`src/rtl/cache_arbiter.sv`:
```
// Two-requester arbiter sharing a single L2 port between icache and dcache.
// Round-robin on ties, one transaction in flight, one-cycle release gap between grants.
module cache_arbiter #(
  parameter int ADDR_W = 16,
  parameter int LINE_W = 128
) (
  input  logic              clk,
  input  logic              reset,
  input  logic              icache_l2_read,
  input  logic [ADDR_W-1:0] icache_l2_addr,
  output logic              icache_l2_resp,
  output logic [LINE_W-1:0] icache_l2_rdata,
  input  logic              dcache_l2_read,
  input  logic              dcache_l2_write,
  input  logic [ADDR_W-1:0] dcache_l2_addr,
  input  logic [LINE_W-1:0] dcache_l2_wdata,
  output logic              dcache_l2_resp,
  output logic [LINE_W-1:0] dcache_l2_rdata,
  output logic              l2_read,
  output logic              l2_write,
  output logic [ADDR_W-1:0] l2_addr,
  output logic [LINE_W-1:0] l2_wdata,
  input  logic              l2_resp,
  input  logic [LINE_W-1:0] l2_rdata
);

  localparam logic [1:0] StIdle    = 2'd0;
  localparam logic [1:0] StServeI  = 2'd1;
  localparam logic [1:0] StServeD  = 2'd2;
  localparam logic [1:0] StRelease = 2'd3;

  // Clears the byte offset within a 16-byte line.
  localparam logic [ADDR_W-1:0] LineMask = ~(ADDR_W'(15));

  logic [1:0]        r_state;
  logic              r_last_d;
  logic [ADDR_W-1:0] r_addr;
  logic [LINE_W-1:0] r_wdata;
  logic              r_write;

  logic [1:0] w_state_d;
  logic       w_i_req;
  logic       w_d_req;
  logic       w_grant_i;
  logic       w_grant_d;
  logic       w_serving;

  assign w_i_req   = icache_l2_read;
  assign w_d_req   = dcache_l2_read | dcache_l2_write;
  assign w_serving = (r_state == StServeI) || (r_state == StServeD);

  always_comb begin
    w_state_d = r_state;
    w_grant_i = 1'b0;
    w_grant_d = 1'b0;
    case (r_state)
      StIdle: begin
        // On a tie the requester not served last wins.
        if (w_i_req && (!w_d_req || r_last_d)) begin
          w_grant_i = 1'b1;
          w_state_d = StServeI;
        end else if (w_d_req) begin
          w_grant_d = 1'b1;
          w_state_d = StServeD;
        end
      end
      StServeI, StServeD: begin
        if (l2_resp) w_state_d = StRelease;
      end
      StRelease: w_state_d = StIdle;
      default:   w_state_d = StIdle;
    endcase
  end

  always_ff @(posedge clk) begin
    if (reset) begin
      r_state  <= StIdle;
      r_last_d <= 1'b1;
      r_addr   <= '0;
      r_wdata  <= '0;
      r_write  <= 1'b0;
    end else begin
      r_state <= w_state_d;
      if (w_grant_i) begin
        r_addr   <= icache_l2_addr;
        r_wdata  <= '0;
        r_write  <= 1'b0;
        r_last_d <= 1'b0;
      end else if (w_grant_d) begin
        r_addr   <= dcache_l2_addr;
        r_wdata  <= dcache_l2_wdata;
        r_write  <= dcache_l2_write;
        r_last_d <= 1'b1;
      end
    end
  end

  always_comb begin
    l2_read         = 1'b0;
    l2_write        = 1'b0;
    l2_addr         = '0;
    l2_wdata        = '0;
    icache_l2_resp  = 1'b0;
    icache_l2_rdata = '0;
    dcache_l2_resp  = 1'b0;
    dcache_l2_rdata = '0;
    if (w_serving) begin
      l2_read  = ~r_write;
      l2_write = r_write;
      l2_addr  = r_addr & LineMask;
      l2_wdata = r_wdata;
    end
    // A reset arriving alongside l2_resp abandons the transaction silently.
    if (l2_resp && !reset) begin
      if (r_state == StServeI) begin
        icache_l2_resp  = 1'b1;
        icache_l2_rdata = l2_rdata;
      end else if (r_state == StServeD) begin
        dcache_l2_resp  = 1'b1;
        dcache_l2_rdata = l2_rdata;
      end
    end
  end

endmodule

```
`config.mk`:
```
export PLATFORM = sky130hd
export DESIGN_NAME = cache_arbiter
export DESIGN_NICKNAME = d
export VERILOG_FILES = /design/src/rtl/cache_arbiter.sv
export SDC_FILE = /design/constraint.sdc
export NUM_CORES = 1
export LEC_CHECK = 0
export CORE_AREA = 5 5 267 269
export DETAILED_ROUTE_END_ITERATION = 12
export DIE_AREA = 0 0 272 274
export PLACE_DENSITY_LB_ADDON = 0.12
export SETUP_SLACK_MARGIN = 0.05
export SYNTH_ARGS = -nofsm -noshare
export SYNTH_HDL_FRONTEND = slang
export SYNTH_SLANG_ARGS = --single-unit
```
`constraint.sdc`:
```
create_clock -name clk -period 1.9 [get_ports clk]
set_clock_uncertainty 0.2 [all_clocks]
set_input_delay 0.19 -clock clk [delete_from_list [all_inputs] [get_ports clk]]
set_output_delay 0.19 -clock clk [all_outputs]
set_load 0.02 [all_outputs]
```
### Word-level counts from Yosys, hierarchy flattened

Index checks and enable logic that the tools add are counted.
Widths: inputs -> output; s select.

| cells by class | value |
|---|---|
| multiplexer cells | 27 |
| equal/unequal tests | 5 |
| bitwise logic cells | 2 |
| reduce and logical (&&, ||, !) cells | 11 |

Operators by type and width:

| operator | count |
|---|---|
| $mux 128 | 6 |
| $mux 16 | 3 |
| $mux 1 | 14 |
| $mux 2 | 3 |
| $pmux 2 s3 | 1 |
| $eq 2x2->1 const B | 2 |
| $reduce_or 2->1 | 2 |
| $ne 3x3->1 const B | 1 |
| $eq 2x1->1 const B | 1 |
| $logic_and 1x1->1 | 2 |
| $logic_not 1->1 | 2 |
| $logic_not 2->1 | 1 |
| $logic_or 1x1->1 | 2 |
| $ne 2x2->1 const B | 1 |
| $reduce_and 2->1 | 1 |
| $reduce_bool 2->1 | 1 |
| $not 1->1 | 1 |
| $or 1x1->1 | 1 |

| word-level totals | value |
|---|---|
| logic and storage cells | 50 |
| output and inout bits | 404 |
| bits in registers | 148 |
| bits of input ports | 294 |

### Longest topological paths before layout

Gate-level depths: netlist of the first run.

| depth | value |
|---|---|
| depth after elaboration | 8 |
| mapped depth | 7 |
| gate-level depth less buffers | 5 |

### Least setup slack after synthesis of the first run

Ideal clock, no wire load.

| path | value |
|---|---|
| kind | register -> output |
| from | reg r_state[0] |
| to | out l2_addr[10] |
| setup slack | -0.096 ns |
| cell stages (with the launch flop) | 7 |
| buffers on the path | 3 |
| data required time | 1.510 ns |
| arrival time | 1.606 ns |
| cells stage by stage | dfxtp_1 inv_1 ha_1 clkbuf_1 clkbuf_1 clkbuf_1 and2_1 |

| on the way | value |
|---|---|
| cells in the longest elaborated chain, start to end | 3 |
| elaborated cells between the ends (all ways) | 4 |
| those cells by class | eq/ne (2); mux (1); reduce/logical (1) |

RTL lines:

| element | RTL line | RTL |
|---|---|---|
| start, declared | 35 | `logic [1:0] r_state;` |
| start signal, assigned | 77 | `r_state <= StIdle;` |
| start signal, assigned | 83 | `r_state <= w_state_d;` |
| $eq 2x1->1 or $eq 2x2->1 (tied branches) | 50 | `assign w_serving = (r_state == StServeI) \|\| (r_state == StServeD);` |
| $logic_or 1x1->1 (*) | 50 |  |
| $mux 16 (*) | 107 | `if (w_serving) begin` |
| end, declared | 21 | `output logic [ADDR_W-1:0] l2_addr,` |

Mark *: on every way between the ends. The rest lies on a longest branch, timed or not.

### Worst setup path in the final report of the first run

| path | value |
|---|---|
| from | reg r_state[0] |
| to | out dcache_l2_rdata[8] |

| on the way | value |
|---|---|
| cells in the longest elaborated chain, start to end | 4 |
| elaborated cells between the ends (all ways) | 5 |
| those cells by class | eq/ne (2); mux (3) |

RTL lines:

| element | RTL line | RTL |
|---|---|---|
| $eq 2x2->1 | 118 | `end else if (r_state == StServeD) begin` |
| $mux 128 | 118 |  |
| $mux 128 (*) | 115 | `if (r_state == StServeI) begin` |
| $mux 128 (*) | 114 | `if (l2_resp && !reset) begin` |
| end, declared | 18 | `output logic [LINE_W-1:0] dcache_l2_rdata,` |

Marks and branches as above.

==> results.sh, run 1 <==
export IMPL_antenna_left=0
export IMPL_grt_use_met1_pct=15.97
export IMPL_wl_um=70590
export IMPL_synth_area_um2=8369
export IMPL_postSynthCellCount=1123
export IMPL_max_freq_mhz=405.6
export IMPL_post_route_period_util_pct=129.8
export IMPL_cts_buffer_depth=2
export IMPL_synth_cell_types=31
export IMPL_fin_nets=2148
export IMPL_fill_cells=7353
export IMPL_min_path_cells=3
export IMPL_root_buffer="clkbuf_16"
export IMPL_post_dp_cell_area_um2=16810
export IMPL_wl_per_cell_um=25.54
export IMPL_clkLatencyLatePin_ns=0.45
export IMPL_rows=96
export IMPL_yosysTopAreaCellShare_pct=34.44
export IMPL_fin_crit_ns=2.466
export IMPL_rsz0062_at_grt="yes"
export IMPL_dp_slack_ns=-0.7023
export IMPL_hpwl_um=51050
export IMPL_grt_pass1_wl_um=87730
export IMPL_grt_usage_pct=16.48
export IMPL_htreeDepth=4
export IMPL_grt_overflow=0
export IMPL_pin_count=698
export IMPL_floorplan_die_area_um2=74530
export IMPL_fin_ws_ns=-0.5658
export IMPL_cp_max_fo=7
export IMPL_antenna_found_initial=48
export IMPL_final_max_slew_viol_count=0
export IMPL_vias_per_cell=4.063
export IMPL_synth_edf_count=0
export IMPL_dp_cells=2628
export IMPL_p_leak_nw=8.107
export IMPL_worstPathArrival_ns=2.08
export IMPL_ys_warn_count=0
export IMPL_hold_violations=0
export IMPL_reg2reg_depth=9
export IMPL_async_reset_ff_share_pct=0
export IMPL_cp_start_kind="flip-flop"
export IMPL_drtPass1Iterations=5
export IMPL_synth_top_area_cell="dfxtp_1"
export IMPL_critPathCaptureType="output port"
export IMPL_clock_sinks=144
export IMPL_grt_pass1_vias=10970
export IMPL_routabilityCongestion=0.8867
export IMPL_synthTopCellsByCount="and2_1 (397), dfxtp_1 (144), a21oi_1 (143), nand3_1 (129), o21ai_0 (129)"
export IMPL_met3_usage_pct=6.353
export IMPL_drc=0
export IMPL_avgSynthCellArea_um2=7.453
export IMPL_area_delta_synth_final_pct=131.5
export IMPL_io_buffers=685
export IMPL_worst_ep_required_time_ns=1.51
export IMPL_ys_seq_elements=144
export IMPL_cts_buffers=17
export IMPL_synthTopCellsByArea="dfxtp_1 (34%), and2_1 (30%), a21oi_1 (8.6%)"
export IMPL_drive_gt1_share_pct=46.14
export IMPL_final_area_um2=19370
export IMPL_power_mw=21.03
export IMPL_powerDensity_nw_per_um2=1085
export IMPL_max_cap_violations=0
export IMPL_start_util_pct=12.25
export IMPL_final_cells=2764
export IMPL_vias=11230
export IMPL_hold_buffers=0
export IMPL_setup_viol=435
export IMPL_run_status="finished, violations left"
export IMPL_yosysSeqAreaShare_pct=34.44
export IMPL_holdCritPathClass="in -> reg"
export IMPL_yosysMostFrequentCell="and2_1"
export IMPL_ys_flop_type="dfxtp_1"
export IMPL_crit_type="reg -> out"
export IMPL_use_met2_pct=30.99
export IMPL_clk_pin_slew_worst_paths_ns=0.07
export IMPL_grt_max_degree=56
export IMPL_irDropWorstVdd_mv=0.6415
export IMPL_postLayoutCoreUtil_pct=28.34
export IMPL_violations="negative setup slack"
export IMPL_die_h_um=274
export IMPL_top_usage_layer="met2"
export IMPL_drt_iter0_drc=623
export IMPL_dieWidth_um=272
export IMPL_core_area_um2=68350
export IMPL_cts_tree="yes"
## power by group
part | internal, mW | switching (mW)
logic | 6.86 | 6.68
clock network | 2.17 | 1.49
registers | 3.55 | 0.265
total | 12.6 | 8.44
## critical path, stage by stage, from the launching register on
cell       delay, ns
dfxtp_2         0.35
inv_2           0.05
ha_4            0.14
and3b_2         0.19
and2b_4         0.23
clkbuf_16       0.19
clkbuf_16       0.16
and2_4          0.16
buf_12          0.14
## timing repair
action	4_1_cts	5_1_grt
cloned	10	33
pin swaps	22	52
buffers inserted	17	29
gates resized for setup	1167	835
setup endpoints to repair	511	539
## layer usage
| layer | up-vias | share of wire [%] |
|---|---|---|
| li1 | 5250 | - |
| met1 | 5338 | 34 |
| met2 | 510 | 54 |
| met3 | 123 | 8.0 |
| met4 | 8 | 4.0 |
| met5 | - | 0.072 |
## cell families (layout without fill, tap and decap cells)
logic type / Yosys count / count (layout) / synth area share (%)
AND/OR/NAND/NOR: 549 / 549 / 39.15
other: 1 / 22 / 0.04481
adder cells (fa/ha/maj): 3 / 3 / 0.4485
buffers and inverters: 132 / 870 / 7.310
AO/OA/AOI/OAI: 294 / 294 / 18.60
flip-flops: 144 / 144 / 34.44
## registers in the layout, indices dropped and copies added (netlist names)
signal    cells
r_state       2
r_wdata     128
r_last_d      1
r_addr       12
r_write       1
## metrics by stage
| step | hold WS (ns) | TNS [ns] |
|---|---|---|
| after floorplan | 0.1305 | 0 |
| after global placement | 0.2560 | -191.49 |
| after detailed placement | 0.2599 | -197.56 |
| after CTS | 0.04097 | -225.44 |
| after global routing | 0.07092 | -241.56 |
| final | 0.09263 | -182.04 |
## worst paths after layout
path | start | end | slack, ns
setup / recovery | r_state[0] | dcache_l2_rdata[8] | -0.57
hold / removal | dcache_l2_wdata[64] | r_wdata[64] | 0.09
hold reg to reg | r_wdata[16] | r_wdata[16] | 0.26
setup reg to reg | r_state[0] | r_wdata[43] | -0.04
## area by class of cell
class	count	area, µm²	share of cell area (%)
sequential	144	2888	14.91
antenna	18	45.04	0.2325
clock buffer	20	466.7	2.409
clock inverter	12	157.7	0.8138
multi-input combinational	850	5662	29.23
tap	882	1104	5.697
inverter	3	11.26	0.05813
timing repair buffer	835	9037	46.65
## cell usage in the layout, fill, tap and decap left out, types with 14 or more instances in the layout
cell type        Yosys  final
a21oi_1            143    124
a21oi_2              0     19
and2_1             397    178
and2_2               0     27
and2_4               0    192
buf_12               0     59
buf_2               52     29
buf_4                9    122
buf_6                2    209
clkbuf_16            0     42
clkbuf_2             2     64
clkbuf_4             0     18
clkdlybuf4s50_1      0    285
dfxtp_1            144    142
diode_2              0     18
nand3_1            129    113
nand3_2              0     14
o21ai_0            129    104
o21ai_1              0     19
Power figures use the tool's default switching activity.
==> inputs of run 2 (changes only) <==
- SETUP_SLACK_MARGIN: 0.05 -> 0.2
==> results.sh, run 2 (same netlist as run 1, synthesis figures left out) <==
export IMPL_max_freq_mhz=371.0
export IMPL_grt_usage_pct=16.59
export IMPL_final_area_um2=19630
export IMPL_dp_slack_ns=-0.6902
export IMPL_post_dp_cell_area_um2=17510
export IMPL_final_cell_mix="clkdlybuf4s50_1 (285), and2_4 (225), buf_6 (197)"
export IMPL_final_cells=2797
export IMPL_violations="negative setup slack"
export IMPL_floorplan_die_area_um2=74530
export IMPL_clock_sinks=144
export IMPL_largest_register_ff_count=128
export IMPL_grt_max_degree=49
export IMPL_cts_buffer_depth=2
export IMPL_largest_register="r_wdata"
export IMPL_root_buffer="clkbuf_16"
export IMPL_htreeDepth=4
export IMPL_drt_iter0_drc=494
export IMPL_clk_pin_slew_worst_paths_ns=0.07
export IMPL_die_h_um=274
export IMPL_setup_tns_final_ns=-217.40
export IMPL_wl_per_cell_um=24.76
export IMPL_hold_violations=0
export IMPL_antenna_left=0
export IMPL_power_mw=20.68
export IMPL_core_area_um2=68350
export IMPL_post_route_period_util_pct=141.9
export IMPL_critPathCaptureType="output port"
export IMPL_hold_slack_ns=0.08876
export IMPL_pin_count=698
export IMPL_rrSetupSlack_ns=-0.37
export IMPL_drtPass1Iterations=5
export IMPL_powerDensity_nw_per_um2=1053
export IMPL_min_path_cells=3
export IMPL_worstPathArrival_ns=2.31
export IMPL_rsz0062_at_grt="yes"
export IMPL_vias=11270
export IMPL_vias_per_cell=4.030
export IMPL_fin_crit_ns=2.695
export IMPL_grt_pass1_wl_um=88790
export IMPL_wl_um=69250
export IMPL_reg2reg_depth=12
export IMPL_antenna_found_initial=40
export IMPL_max_cap_violations=0
export IMPL_holdCritPathClass="in -> reg"
export IMPL_dieWidth_um=272
export IMPL_final_max_slew_viol_count=0
export IMPL_clkLatencyLatePin_ns=0.46
export IMPL_worst_ep_required_time_ns=1.51
export IMPL_hold_buffers=0
export IMPL_setup_viol=402
export IMPL_fin_ws_ns=-0.7952
export IMPL_hpwl_um=51180
export IMPL_crit_type="reg -> out"
export IMPL_postLayoutCoreUtil_pct=28.72
export IMPL_drive_gt1_share_pct=50.13
export IMPL_grt_pass1_vias=11430
export IMPL_cp_max_fo=6
export IMPL_cp_start_kind="flip-flop"
export IMPL_p_leak_nw=8.271
export IMPL_layout_commonest_cell="clkdlybuf4s50_1"
export IMPL_fin_nets=2176
export IMPL_start_util_pct=12.25
export IMPL_run_status="finished, violations left"
export IMPL_cts_tree="yes"
export IMPL_reg_top3="r_wdata x128, r_addr x12, r_state x2"
export IMPL_io_buffers=685
export IMPL_rows=96
export IMPL_grt_overflow=0
export IMPL_area_delta_synth_final_pct=134.6
export IMPL_drc=0
export IMPL_routabilityCongestion=0.9237
export IMPL_irDropWorstVdd_mv=0.6352
export IMPL_dp_cells=2652
export IMPL_cts_buffers=17
-- run 2: changes by cell type in the layout (fill, tap and decap cells not counted), moves of 25 or more --
| cell | change |
|---|---|
| and2_1 | -106 |
| and2_2 | +73 |
| buf_4 | +68 |
| and2_4 | +33 |
| o21ai_0 | +25 |
-- run 2: layout make-up --
| cell class | instances | area [µm²] |
|---|---|---|
| repair buffers | 863 | 9385 |
| clock buffers | 20 | 456.7 |
| inverters | 3 | 11.26 |
| multi-input cells | 850 | 5642 |
| clock inverters | 11 | 85.08 |
| well taps | 882 | 1104 |
| diodes | 24 | 60.06 |
| fillers | 7344 | 48710 |
| flip-flops and latches | 144 | 2888 |
-- run 2: final timing paths --
kind                                      startpoint                   to
worst max register to register            r_state[1]           r_state[0]
worst max-delay path                      r_state[0]  dcache_l2_rdata[62]
worst min register to register           r_wdata[33]          r_wdata[33]
worst min-delay path            dcache_l2_wdata[104]         r_wdata[104]
-- run 2: report_power, final --
part           internal (mW)  switching [mW]  total, mW
clock                   1.74            1.50       3.24
combinational           7.02            6.61       13.6
sequential              3.55           0.257       3.81
-- run 2: routing by layer --
metal	vias to the layer above	global-route usage (%)	wire, µm
li1	5311	-	-
met1	5354	15.65	23530
met2	492	31.25	37390
met3	108	6.974	5848
met4	8	7.429	2420
met5	-	0	58
-- run 2: critical path, stage by stage (launching register included) --
cell,delay (ns)
dfxtp_2,0.35
inv_2,0.06
ha_4,0.14
and3b_2,0.20
and2b_4,0.20
buf_6,0.12
buf_6,0.11
buf_12,0.14
buf_12,0.13
buf_16,0.12
and2_4,0.13
buf_6,0.12
-- run 2: repair_timing --
action,CTS,global route
pin swaps,12,52
cloned,16,17
setup endpoints to repair,543,543
setup buffers,22,35
resized for setup,653,1013
==> inputs of run 3 (changes only) <==
- ABC_AREA: not set -> 1
- CORE_AREA: 5 5 267 269 -> 5 5 265 267
- CTS_CLUSTER_DIAMETER: not set -> 30
- DIE_AREA: 0 0 272 274 -> 0 0 270 272
==> results.sh, run 3 <==
export IMPL_io_buffers=685
export IMPL_largest_register_ff_count=128
export IMPL_dieWidth_um=270
export IMPL_grt_overflow=0
export IMPL_wl_um=63980
export IMPL_avgSynthCellArea_um2=5.781
export IMPL_vias_per_cell=3.857
export IMPL_htreeDepth=4
export IMPL_post_dp_cell_area_um2=17330
export IMPL_holdCritPathClass="in -> reg"
export IMPL_worst_ep_required_time_ns=1.51
export IMPL_min_to="r_addr[15]"
export IMPL_irDropWorstVdd_mv=0.6455
export IMPL_hold_slack_ns=0.03129
export IMPL_fin_nets=2442
export IMPL_antenna_found_initial=54
export IMPL_grt_max_degree=51
export IMPL_drc=0
export IMPL_core_area_um2=67870
export IMPL_cp_start_kind="flip-flop"
export IMPL_rows=96
export IMPL_min_from="reset"
export IMPL_r2r_start="r_state[1]"
export IMPL_hold_buffers=0
export IMPL_clock_sinks=144
export IMPL_fin_ws_ns=-0.5278
export IMPL_worstPathArrival_ns=2.04
export IMPL_cts_tree="yes"
export IMPL_final_cell_mix="clkdlybuf4s50_1 (283), nand2_1 (272), buf_4 (213)"
export IMPL_final_area_um2=18860
export IMPL_cts_buffer_depth=2
export IMPL_post_route_period_util_pct=127.8
export IMPL_max_freq_mhz=411.9
export IMPL_crit_type="reg -> out"
export IMPL_synth_top_area_cell="dfxtp_1"
export IMPL_die_h_um=272
export IMPL_yosysMostFrequentCell="nand2_1"
export IMPL_rsz0062_at_grt="yes"
export IMPL_antenna_left=0
export IMPL_reg2reg_depth=6
export IMPL_clk_pin_slew_worst_paths_ns=0.07
export IMPL_cts_buffers=17
export IMPL_area_delta_synth_final_pct=128.9
export IMPL_clkLatencyLatePin_ns=0.45
export IMPL_async_reset_ff_share_pct=0
export IMPL_synthTopCellsByArea="dfxtp_1 (35%), nand2_1 (13%), inv_1 (13%)"
export IMPL_ys_flop_type="dfxtp_1"
export IMPL_postSynthCellCount=1425
export IMPL_setup_viol=400
export IMPL_hold_violations=0
export IMPL_grt_pass1_wl_um=88170
export IMPL_synth_cell_types=16
export IMPL_worstMarginPinSlew_ns=0.5317
export IMPL_run_status="finished, violations left"
export IMPL_start_util_pct=12.14
export IMPL_fin_crit_ns=2.428
export IMPL_ys_warn_count=0
export IMPL_reg_top3="r_wdata x128, r_addr x12, r_state x2"
export IMPL_violations="negative setup slack"
export IMPL_ys_seq_elements=144
export IMPL_synthTopCellsByCount="nand2_1 (293), inv_1 (291), nor2_1 (262), nand3_1 (158), dfxtp_1 (144)"
export IMPL_yosysTopAreaCellShare_pct=34.99
export IMPL_dp_cells=2959
export IMPL_wl_per_cell_um=20.94
export IMPL_slew_headroom_pct=64.55
export IMPL_cp_max_fo=5
export IMPL_floorplan_die_area_um2=73440
export IMPL_vias=11780
export IMPL_routabilityCongestion=0.9294
export IMPL_grt_usage_pct=16.45
export IMPL_drive_gt1_share_pct=34.48
export IMPL_pin_count=698
export IMPL_synth_area_um2=8238
export IMPL_rr_endpoint="r_wdata[86]"
export IMPL_layout_commonest_cell="clkdlybuf4s50_1"
export IMPL_power_mw=17.10
export IMPL_rrSetupSlack_ns=0.07
export IMPL_max_cap_violations=0
export IMPL_final_max_slew_viol_count=0
export IMPL_min_path_cells=3
export IMPL_critPathCaptureType="output port"
export IMPL_powerDensity_nw_per_um2=906.6
export IMPL_largest_register="r_wdata"
export IMPL_drtPass1Iterations=5
export IMPL_yosysSeqAreaShare_pct=34.99
export IMPL_root_buffer="clkbuf_16"
export IMPL_fill_cells=7522
export IMPL_drt_iter0_drc=420
export IMPL_grt_pass1_vias=11920
export IMPL_p_leak_nw=9.249
export IMPL_synth_edf_count=0
export IMPL_final_cells=3055
export IMPL_hpwl_um=50640
-- run 3: changes by cell type after synthesis, moves of 29 or more --
cell     previous run  this run
nand2_1             3       293
o21ai_0           129         0
inv_1               3       291
nor2_1              1       262
and2_1            397         0
nand3_1           129       158
-- run 3: stage by stage --
| stage | utilization (%) | setup TNS [ns] | setup WS (ns) |
|---|---|---|---|
| detailed placement | 25.53 | -320.99 | -1.137 |
| finish | 27.79 | -154.57 | -0.5278 |
| CTS | 27.35 | -198.25 | -0.6065 |
| floorplan | - | 0 | 0.08191 |
| global placement | 25.53 | -315.69 | -1.102 |
| global route | 27.77 | -196.87 | -0.6266 |
-- run 3: logic make-up (layout without fill, tap and decap cells) --
group                      count (synthesis)  after routing  share of synthesized area [%]
other                                      1             19                        0.04552
and+or+nand+nor                          726            727                          35.87
adders and majority gates                  3              3                         0.4557
buffers and inverters                    406           1135                          19.64
DFF                                      144            144                          34.99
AOI/OAI and AO/OA                        145            145                          8.992
-- run 3: area by class of cell --
| cell class | count | area, µm² | share of cell area (%) |
|---|---|---|---|
| repair buffers | 810 | 8329 | 44.16 |
| multi-input cells | 879 | 4755 | 25.21 |
| flip-flops and latches | 144 | 2888 | 15.31 |
| inverters | 291 | 1112 | 5.898 |
| well taps | 882 | 1104 | 5.851 |
| clock buffers | 18 | 439.2 | 2.329 |
| clock inverters | 14 | 178.9 | 0.9487 |
| diodes | 15 | 37.54 | 0.1990 |
| repair inverters | 2 | 17.52 | 0.09288 |
-- run 3: repair_timing --
action | CTS | global route
gates cloned | 14 | 4
gates resized for setup | 1075 | 518
pin swaps | 4 | 5
setup endpoints to repair | 510 | 543
buffers inserted | 23 | 8
-- run 3: routing by layer --
| metal | vias to the layer above | global-route usage (%) | part of all wire (%) |
|---|---|---|---|
| met5 | - | 0 | 0.25 |
| met1 | 5447 | 16.22 | 35 |
| met2 | 478 | 32.14 | 55 |
| li1 | 5697 | - | - |
| met3 | 138 | 5.197 | 6.8 |
| met4 | 22 | 5.894 | 3.4 |
-- run 3: worst max-delay path: stages, from the launching register on --
cell	delay, ns
dfxtp_2	0.34
buf_6	0.10
ha_4	0.13
inv_4	0.05
nor2_4	0.14
nand2_8	0.09
buf_12	0.15
buf_12	0.12
buf_16	0.13
buf_6	0.11
nor2_4	0.10
buf_6	0.12
-- run 3: worst max path at each step --
stage / startpoint / end / cells after the start
2_1_floorplan: r_state[1] / icache_l2_rdata[100] / 8
3_3_place_gp: l2_resp / icache_l2_rdata[117] / 10
3_5_place_dp: l2_resp / dcache_l2_rdata[55] / 10
4_1_cts: r_state[1] / l2_wdata[24] / 8
5_1_grt: r_state[1] / dcache_l2_rdata[123] / 11
6_report: r_state[1] / dcache_l2_rdata[123] / 11
-- run 3: report_power, final --
part           switching (mW)  internal (mW)  total, mW
registers               0.336           3.64       3.97
logic                    5.45           4.03       9.48
clock network            1.53           2.12       3.65
total                    7.32           9.78       17.1
